$ cat src/rtl/env_adsr.sv
// ADSR envelope generator: five-state level machine stepped by a prescaled tick,
// applied to the oscillator sample through a registered signed x unsigned multiply.
module env_adsr #(
    parameter int PRESCALE = 1000
) (
    input  logic        clk,
    input  logic        rst,
    input  logic        gate,
    input  logic [15:0] sin,
    input  logic [15:0] attack_inc,
    input  logic [15:0] decay_dec,
    input  logic [15:0] sustain_lvl,
    input  logic [15:0] release_dec,
    output logic [15:0] sample_out,
    output logic [15:0] env_level,
    output logic [2:0]  env_state,
    output logic        active
);

    typedef enum logic [2:0] {
        S_IDLE    = 3'd0,
        S_ATTACK  = 3'd1,
        S_DECAY   = 3'd2,
        S_SUSTAIN = 3'd3,
        S_RELEASE = 3'd4
    } state_t;

    localparam int CW = (PRESCALE > 1) ? $clog2(PRESCALE) : 1;
    localparam logic [CW-1:0] CNT_MAX = CW'(PRESCALE - 1);

    state_t             state_q, state_d;
    logic [15:0]        level_q, level_d;
    logic [CW-1:0]      cnt_q, cnt_d;
    logic               gate_q, gate_d;
    logic [15:0]        sample_q, sample_d;

    logic               tick;
    logic               rise;
    logic               fall;
    logic [16:0]        sum17;
    logic [16:0]        dec17;
    logic [16:0]        rel17;
    logic signed [32:0] product;

    always_comb begin
        tick    = (cnt_q == CNT_MAX);
        cnt_d   = tick ? '0 : cnt_q + 1'b1;
        gate_d  = gate;
        rise    = gate & ~gate_q;
        fall    = ~gate & ((state_q == S_ATTACK) || (state_q == S_DECAY) ||
                           (state_q == S_SUSTAIN));
        sum17   = {1'b0, level_q} + {1'b0, attack_inc};
        dec17   = {1'b0, level_q} - {1'b0, decay_dec};
        rel17   = {1'b0, level_q} - {1'b0, release_dec};
        // The zero-extended level keeps the multiply signed x unsigned.
        product  = $signed(sin) * $signed({1'b0, level_q});
        sample_d = product[31:16];

        state_d = state_q;
        level_d = level_q;
        if (rise) begin
            state_d = S_ATTACK;
        end else if (fall) begin
            state_d = S_RELEASE;
        end else begin
            case (state_q)
                S_ATTACK: if (tick) begin
                    if ((attack_inc == 16'd0) || (sum17 >= 17'h0FFFF)) begin
                        level_d = 16'hFFFF;
                        state_d = S_DECAY;
                    end else begin
                        level_d = sum17[15:0];
                    end
                end
                S_DECAY: if (tick) begin
                    if ((decay_dec == 16'd0) || dec17[16] || (dec17[15:0] <= sustain_lvl)) begin
                        level_d = sustain_lvl;
                        state_d = S_SUSTAIN;
                    end else begin
                        level_d = dec17[15:0];
                    end
                end
                S_SUSTAIN: level_d = sustain_lvl;
                S_RELEASE: if (tick) begin
                    if ((release_dec == 16'd0) || rel17[16] || (rel17[15:0] == 16'd0)) begin
                        level_d = 16'd0;
                        state_d = S_IDLE;
                    end else begin
                        level_d = rel17[15:0];
                    end
                end
                S_IDLE:  level_d = 16'd0;
                default: begin
                    level_d = 16'd0;
                    state_d = S_IDLE;
                end
            endcase
        end
    end

    always_ff @(posedge clk) begin
        if (rst) begin
            state_q  <= S_IDLE;
            level_q  <= 16'd0;
            cnt_q    <= '0;
            gate_q   <= 1'b0;
            sample_q <= 16'd0;
        end else begin
            state_q  <= state_d;
            level_q  <= level_d;
            cnt_q    <= cnt_d;
            gate_q   <= gate_d;
            sample_q <= sample_d;
        end
    end

    assign sample_out = sample_q;
    assign env_level  = level_q;
    assign env_state  = state_q;
    assign active     = (state_q != S_IDLE);

endmodule

$ cat config.mk
export PLATFORM = sky130hd
export DESIGN_NAME = env_adsr
export DESIGN_NICKNAME = d
export VERILOG_FILES = /design/src/rtl/env_adsr.sv
export SDC_FILE = /design/constraint.sdc
export NUM_CORES = 1
export LEC_CHECK = 0
export CAP_MARGIN = 20
export CORE_ASPECT_RATIO = 1.75
export CORE_MARGIN = 2
export CORE_UTILIZATION = 50
export CTS_BUF_LIST = sky130_fd_sc_hd__clkbuf_4 sky130_fd_sc_hd__clkbuf_8
export DETAILED_ROUTE_END_ITERATION = 7
export PLACE_DENSITY_LB_ADDON = 0.12
export SLEW_MARGIN = 20
export SYNTH_ARGS = -nofsm -noshare
export SYNTH_HDL_FRONTEND = slang
export SYNTH_SLANG_ARGS = --single-unit
$ cat constraint.sdc
create_clock -name clk -period 15.1 [get_ports clk]
set_input_delay 3.775 -clock clk [delete_from_list [all_inputs] [get_ports clk]]
set_output_delay 3.775 -clock clk [all_outputs]
set_load 0.005 [all_outputs]
==> metrics.md, run 1 <==
| Metric | Value |
|---|---|
| Status | `finished clean` |
| Post-synthesis instance area | `13500 µm²` |
| Share of layout cells above drive strength 1 | `2.75%` |
| Number of H-tree branching levels | `2` |
| Detailed-placement wirelength estimate | `32400 µm` |
| Most used flip-flop cell after synthesis | `sky130_fd_sc_hd__dfxtp_1` |
| #FFs+latches synth | `46` |
| Unique masters post-synth | `77` |
| Cell occurring most often along the worst timing path | `sky130_fd_sc_hd__fa_1` |
| Number of buffers added by the clock tree synthesis step | `5` |
| Total power divided by cell area | `25.5 nW/µm²` |
| Count of vias placed by the detailed router | `11.8k` |
| Kind of launch point of the worst setup path | `input pin` |
| Final critical-path required period | `10460 ps` |
| Post-synth top area share | `29.1%` |
| Synthesized-area fraction occupied by ao, oa, aoi and oai cells | `14.4%` |
| Area fraction in and, or, nand and nor cells after synthesis | `20.2%` |
| Number of I/O pins | `119` |
| Most numerous cell types in the synthesized netlist | `sky130_fd_sc_hd__inv_1 (285), sky130_fd_sc_hd__fa_1 (196), sky130_fd_sc_hd__ha_1 (179)` |
| Slew Viols, Final | `0` |
| Leading area contributor after synthesis | `sky130_fd_sc_hd__fa_1` |
| Cell count after synthesis | `1624` |
| Clock sinks | `46` |
| Worst rel slew slack | `32.6%` |
| Remaining antenna violation count | `0` |
| Standard-cell rows | `79` |
| Fraction of the yosys area taken by sequential cells | `6.82%` |
| Number of flops mapped to enable cells by yosys | `0` |
| Post-route design area | `15000 µm²` |
| Setup repair after global routing missed its margin | `false` |
| Wirelength per Cell | `19.5 µm` |
| Die Area | `28400 µm²` |
| Maximum number of pins on one net before global-route repair | `39` |
| Signed area change from the synthesized netlist to the final layout | `11.5%` |
| Total buffers and inverters traversed by the critical path | `4` |
| GR Util All Layers | `29.1%` |
| FFs w/ async S/R, synth | `0%` |
| Clock insertion delay at the later pin of the skew report | `350 ps` |
| Leakage power figure | `0.00735 µW` |
| Hold Crit Class | `reg -> reg` |
| Critical path cell sequence | `clkdlybuf4s50_1 > nand2_1 > fa_1 > fa_1 > fa_1 > inv_1 > fa_1 > fa_1 > inv_1 > fa_1 > inv_1 > ha_1 > nand4_1 > nor4_1 > nand2_1 > nand3_1 > a32o_1 > nor4_1 > o41ai_1 > a21oi_1 > xor2_1 > nor2_1` |
| Antenna violations before repair | `0` |
| Number of buffers added on ports | `118` |
| Wire length of the first global-routing pass | `64200 µm` |
| Launch point of the worst path | `sin[1]` |
| Most frequent cell after synthesis | `sky130_fd_sc_hd__inv_1` |
| Largest vdd supply drop | `0.0000299 V` |
| Final period utilization | `69.3%` |
| Worst Setup Slack, final | `4640 ps` |
| Worst-path cell with the longest stage delay | `sky130_fd_sc_hd__clkdlybuf4s50_1` |
| 1st-pass router iterations | `5` |
| Count of endpoints failing hold in the final timing report | `0` |
| Clock tree skew after final layout | `13.3 ps` |
| Combinational family with the most area after synthesis | `adder cells` |
| Placer's final routability congestion estimate | `0.948` |
| Final sum of negative setup slack | `0 ps` |
| Largest stage delay on the critical path | `850 ps` |
| DRC viols | `0` |
| Post-Synthesis Mean Instance Area | `8.31 µm²` |
| Source of the worst register-to-register timing path | `env_level[11]$_SDFFE_PP0P_` |
| Gates resized, CTS repair | `0` |
| Maximum clock frequency | `95.6 MHz` |
| Die width | `128 µm` |
| Max-Cap Viols | `0` |
| Share of synthesized area spent on multiplexers | `0.223%` |
| Count of routing violations after the opening detailed-route iteration | `469` |
| Via count of the first global-routing pass | `12.7k` |
| Buffer depth of the longest clock path | `2` |
| Fraction of the mapped netlist area in adder cells | `45.7%` |
| Number of vias per cell | `5.79` |
| Syn_nets | `2082` |
| Worst slack at placement | `4200 ps` |
| Core area | `26600 µm²` |
| Capturing element type of the critical path | `flop` |
| Number of warnings issued by yosys | `0` |
| Initial Utilization | `50.7%` |
| Placed standard-cell area | `14900 µm²` |
| Post-synthesis share of cell area spent on xor and xnor gates | `3.05%` |
| Kind of cell adding the most delay to the critical path | `adder cells` |
| CTS Hold Bufs | `0` |
| CTS clk-pin slew, worst paths | `110 ps` |
| Number of nets in the layout | `2163` |
| Drt total wl | `39600 µm` |
| Critical hold path startpoint | `cnt_q[0]$_SDFF_PP0_` |
| Clock root cell | `sky130_fd_sc_hd__clkbuf_8` |
| Setup Viol. Count Final | `0` |
| Setup bufs post-CTS | `0` |
| Die Y | `221 µm` |
| Most area-consuming cells after synthesis | `sky130_fd_sc_hd__fa_1 (29%), sky130_fd_sc_hd__ha_1 (17%), sky130_fd_sc_hd__inv_1 (7.9%)` |
| Class of the most critical setup path | `in -> reg` |
| Worst-margin pin slew | `1010 ps` |
| Required time at the endpoint of the critical path | `15340 ps` |
| Remaining Overflow, GRT | `0` |
| CP Data Arrival Time | `10690 ps` |
| CTS tree | `done` |
| Max Fanout on Critical Path | `16` |
## sequential cells by signal, indices dropped and copies added, names as in the netlist
name        cells
env_level      16
gate_q          1
cnt_q          10
env_state       3
sample_out     16
## cells by family (layout without fill, tap and decap cells)
family | Yosys count | after routing
mux | 3 | 3
fa+ha+maj | 375 | 375
flops | 46 | 46
other cells | 0 | 1
xor+xnor | 47 | 47
buf+inv | 343 | 425
compound gates | 272 | 272
simple gates | 538 | 538
## report_power, final
group	total, µW	leakage, µW	switching, µW	internal [µW]
sequential	129	0.000376	3.31	126
clock	92.1	0.0000507	57.3	34.8
combinational	162	0.00692	91.2	70.8
total	383	0.00735	152	231
## through the flow
step	utilization [%]	power (µW)	hold WS (ps)	cells
2_1_floorplan	-	225	430	1624
3_3_place_gp	56.2	290	443	2022
3_5_place_dp	56.2	293	452	2022
4_1_cts	56.6	386	479	2030
5_1_grt	56.6	407	522	2030
6_report	56.6	383	472	2031
## placed cells by master, fill, tap and decap left out, types with 6 or more instances in the layout
| cell type | n |
|---|---|
| sky130_fd_sc_hd__or3_1 | 10 |
| sky130_fd_sc_hd__nor3b_1 | 6 |
| sky130_fd_sc_hd__and2_1 | 123 |
| sky130_fd_sc_hd__nor2_1 | 79 |
| sky130_fd_sc_hd__clkdlybuf4s50_1 | 118 |
| sky130_fd_sc_hd__a211oi_1 | 18 |
| sky130_fd_sc_hd__a21oi_1 | 63 |
| sky130_fd_sc_hd__o211ai_1 | 8 |
| sky130_fd_sc_hd__nand2_1 | 174 |
| sky130_fd_sc_hd__a21o_1 | 32 |
| sky130_fd_sc_hd__nor2b_1 | 14 |
| sky130_fd_sc_hd__o21a_1 | 16 |
| sky130_fd_sc_hd__buf_4 | 14 |
| sky130_fd_sc_hd__ha_1 | 179 |
| sky130_fd_sc_hd__inv_1 | 285 |
| sky130_fd_sc_hd__and3_1 | 11 |
| sky130_fd_sc_hd__fa_1 | 196 |
| sky130_fd_sc_hd__a222oi_1 | 11 |
| sky130_fd_sc_hd__nand3_1 | 25 |
| sky130_fd_sc_hd__nand4_1 | 13 |
| sky130_fd_sc_hd__a31oi_1 | 10 |
| sky130_fd_sc_hd__nand2b_1 | 15 |
| sky130_fd_sc_hd__o21ai_0 | 43 |
| sky130_fd_sc_hd__nor3_1 | 29 |
| sky130_fd_sc_hd__dfxtp_1 | 46 |
| sky130_fd_sc_hd__xor2_1 | 15 |
| sky130_fd_sc_hd__xnor2_1 | 32 |
| sky130_fd_sc_hd__nor4_1 | 16 |
| sky130_fd_sc_hd__a311oi_1 | 11 |
## final timing paths
| path | cells past startpoint | to | slack (ps) |
|---|---|---|---|
| hold reg to reg | 1 | cnt_q[0]$_SDFF_PP0_ | 470 |
| setup / recovery | 22 | sample_out[12]$_SDFF_PP0_ | 4640 |
| setup reg to reg | 21 | sample_out[12]$_SDFF_PP0_ | 7910 |
| hold / removal | 1 | cnt_q[0]$_SDFF_PP0_ | 470 |
## per-layer routing
layer | part of all wire [%] | vias to the layer above | track usage (%)
met5 | 0 | - | 0
met2 | 54 | 326 | 55.0
met1 | 36 | 5787 | 30.2
met4 | 7.0 | 0 | 17.5
li1 | - | 5526 | -
met3 | 3.4 | 124 | 2.54
## final cells by class
cell class,count,area [µm²]
fillers,2499,11500
multi-input cells,1235,11300
repair buffers,132,1290
inverters,285,1070
flip-flops and latches,46,921
well taps,324,405
clock buffers,5,68.8
clock inverters,3,28.8
diodes,1,2.50
No activity file was read; power rests on OpenSTA's default activity.
==> inputs of run 2 (changes only) <==
- clock period: 15.1 -> 8.8 ns (I/O delays scaled with it)
==> metrics.md, run 2 (synthesized netlist as in run 1, its figures left out) <==
| Metric | Value |
|---|---|
| Most common cell after layout, fill and taps aside | `sky130_fd_sc_hd__inv_1` |
| Buffer depth of the longest clock path | `2` |
| Initial Utilization | `50.7%` |
| Setup repair after global routing missed its margin | `false` |
| Class of the most critical setup path | `in -> reg` |
| Via count of the first global-routing pass | `12.9k` |
| 1st-pass router iterations | `5` |
| Wirelength per Cell | `18.8 µm` |
| Standard-cell rows | `79` |
| Fill cells | `2522` |
| Critical Path End | `sample_out[15]$_SDFF_PP0_` |
| Maximum clock frequency | `120 MHz` |
| Final sum of negative setup slack | `0 ps` |
| Hold Crit Class | `reg -> reg` |
| Most used cells in the layout excluding fill and tap cells | `sky130_fd_sc_hd__inv_1 (285), sky130_fd_sc_hd__fa_1 (196), sky130_fd_sc_hd__ha_1 (179), sky130_fd_sc_hd__nand2_1 (174), sky130_fd_sc_hd__and2_1 (123)` |
| Worst slack at placement | `68.7 ps` |
| Remaining Overflow, GRT | `0` |
| Share of layout cells above drive strength 1 | `4.21%` |
| Reg-to-reg critical path endpoint | `sample_out[15]$_SDFF_PP0_` |
| Setup Viol. Count Final | `0` |
| CTS Hold Bufs | `0` |
| Capturing element type of the critical path | `flop` |
| Clock root cell | `sky130_fd_sc_hd__clkbuf_8` |
| Number of nets in the layout | `2189` |
| Max Fanout on Critical Path | `13` |
| Max-Cap Viols | `0` |
| Die Y | `221 µm` |
| Worst-margin pin slew | `1080 ps` |
| GR Util All Layers | `28.7%` |
| Signed area change from the synthesized netlist to the final layout | `13.0%` |
| Number of buffers added by the clock tree synthesis step | `5` |
| CTS tree | `done` |
| Worst rel slew slack | `27.7%` |
| Antenna violations before repair | `0` |
| Worst reg-to-reg path cell count | `20` |
| Final critical-path required period | `8330 ps` |
| Remaining antenna violation count | `0` |
| Antenna cells | `0` |
| Clock sinks | `46` |
| Gates resized, CTS repair | `0` |
| CP Data Arrival Time | `8630 ps` |
| Die Area | `28400 µm²` |
| Count of routing violations after the opening detailed-route iteration | `487` |
| DRC viols | `0` |
| Clock tree skew after final layout | `19.5 ps` |
| Wire length of the first global-routing pass | `64300 µm` |
| Status | `finished clean` |
| Drt total wl | `38700 µm` |
| Maximum number of pins on one net before global-route repair | `39` |
| Count of endpoints failing hold in the final timing report | `0` |
| CTS clk-pin slew, worst paths | `120 ps` |
| Slew Viols, Final | `0` |
| Source of the worst register-to-register timing path | `env_level[10]$_SDFFE_PP0P_` |
| Die width | `128 µm` |
| Detailed-placement wirelength estimate | `32100 µm` |
| Launch point of the worst path | `sin[4]` |
| Number of buffers added on ports | `118` |
| Largest vdd supply drop | `0.0000528 V` |
| Clock insertion delay at the later pin of the skew report | `360 ps` |
| Critical hold path startpoint | `cnt_q[0]$_SDFF_PP0_` |
| Number of vias per cell | `5.77` |
| Worst Setup Slack, final | `473 ps` |
| Setup bufs post-CTS | `0` |
| Total power divided by cell area | `43.5 nW/µm²` |
| Number of I/O pins | `119` |
| Number of H-tree branching levels | `2` |
| Required time at the endpoint of the critical path | `9100 ps` |
| Slack of the worst reg-to-reg path | `2040 ps` |
| Count of vias placed by the detailed router | `11.9k` |
| Placer's final routability congestion estimate | `0.991` |
| Final period utilization | `94.6%` |
| Kind of launch point of the worst setup path | `input pin` |
| Leakage power figure | `0.00747 µW` |
| Core area | `26600 µm²` |
run 2: metal layers:
layer / share of wire (%) / global-route usage [%]
met2: 53 / 53.2
met3: 3.6 / 2.90
met1: 36 / 30.6
met4: 6.6 / 17.4
met5: 0 / 0
run 2: worst min-delay path by stage:
stage                     slack, ps             endpoint  cells after the start
after floorplan                 430  cnt_q[0]$_SDFF_PP0_                      1
after global placement          440  cnt_q[0]$_SDFF_PP0_                      1
after detailed placement        450  cnt_q[0]$_SDFF_PP0_                      1
after CTS                       480  cnt_q[0]$_SDFF_PP0_                      1
after global routing            510  cnt_q[0]$_SDFF_PP0_                      1
final                           470  cnt_q[0]$_SDFF_PP0_                      1
run 2: final cells by class:
type | instances | area, µm² | area share, %
Clock buffer | 5 | 68.8 | 0.451
Tap cell | 324 | 405 | 2.66
Sequential cell | 46 | 921 | 6.04
Inverter | 285 | 1070 | 7.02
Clock inverter | 3 | 28.8 | 0.189
Timing Repair Buffer | 158 | 1480 | 9.72
Multi-Input combinational cell | 1235 | 11300 | 73.9
run 2: power breakdown:
| group | switching [µW] | internal, µW |
|---|---|---|
| clock network | 98.1 | 59.7 |
| registers | 6.49 | 216 |
| logic | 156 | 127 |
| total | 260 | 403 |
run 2: worst max-delay path, cell delays in order:
cell and delay (ps):
sky130_fd_sc_hd__clkdlybuf4s50_1 640, sky130_fd_sc_hd__buf_4 260, sky130_fd_sc_hd__and2_1 170, sky130_fd_sc_hd__fa_1 530
sky130_fd_sc_hd__inv_1 50, sky130_fd_sc_hd__fa_1 460, sky130_fd_sc_hd__fa_1 510, sky130_fd_sc_hd__inv_1 50
sky130_fd_sc_hd__fa_1 490, sky130_fd_sc_hd__fa_1 490, sky130_fd_sc_hd__inv_1 50, sky130_fd_sc_hd__fa_1 470
sky130_fd_sc_hd__inv_1 40, sky130_fd_sc_hd__ha_1 310, sky130_fd_sc_hd__a21o_1 190, sky130_fd_sc_hd__a21oi_1 160
sky130_fd_sc_hd__o21ai_0 180, sky130_fd_sc_hd__a32o_1 350, sky130_fd_sc_hd__a41oi_1 260, sky130_fd_sc_hd__nor2b_1 90
sky130_fd_sc_hd__o21a_1 190, sky130_fd_sc_hd__or3_1 340, sky130_fd_sc_hd__a21oi_1 140
run 2: metrics by stage:
| step | hold slack (ps) | instance area (µm²) | power [µW] | instances | util [%] |
|---|---|---|---|---|---|
| final | 475 | 15200 | 663 | 2056 | 57.3 |
| after global routing | 511 | 15200 | 707 | 2056 | 57.3 |
| after CTS | 478 | 15200 | 669 | 2056 | 57.3 |
| after detailed placement | 448 | 15100 | 507 | 2048 | 57.0 |
| after global placement | 444 | 15100 | 504 | 2048 | 57.0 |
| after floorplan | 430 | 13500 | 387 | 1624 | - |
==> inputs of run 3 (changes only) <==
- CAP_MARGIN: 20 -> not set
==> results of run 3 <==
No change in the layout: final DEF, timing and power equal those of run 2.
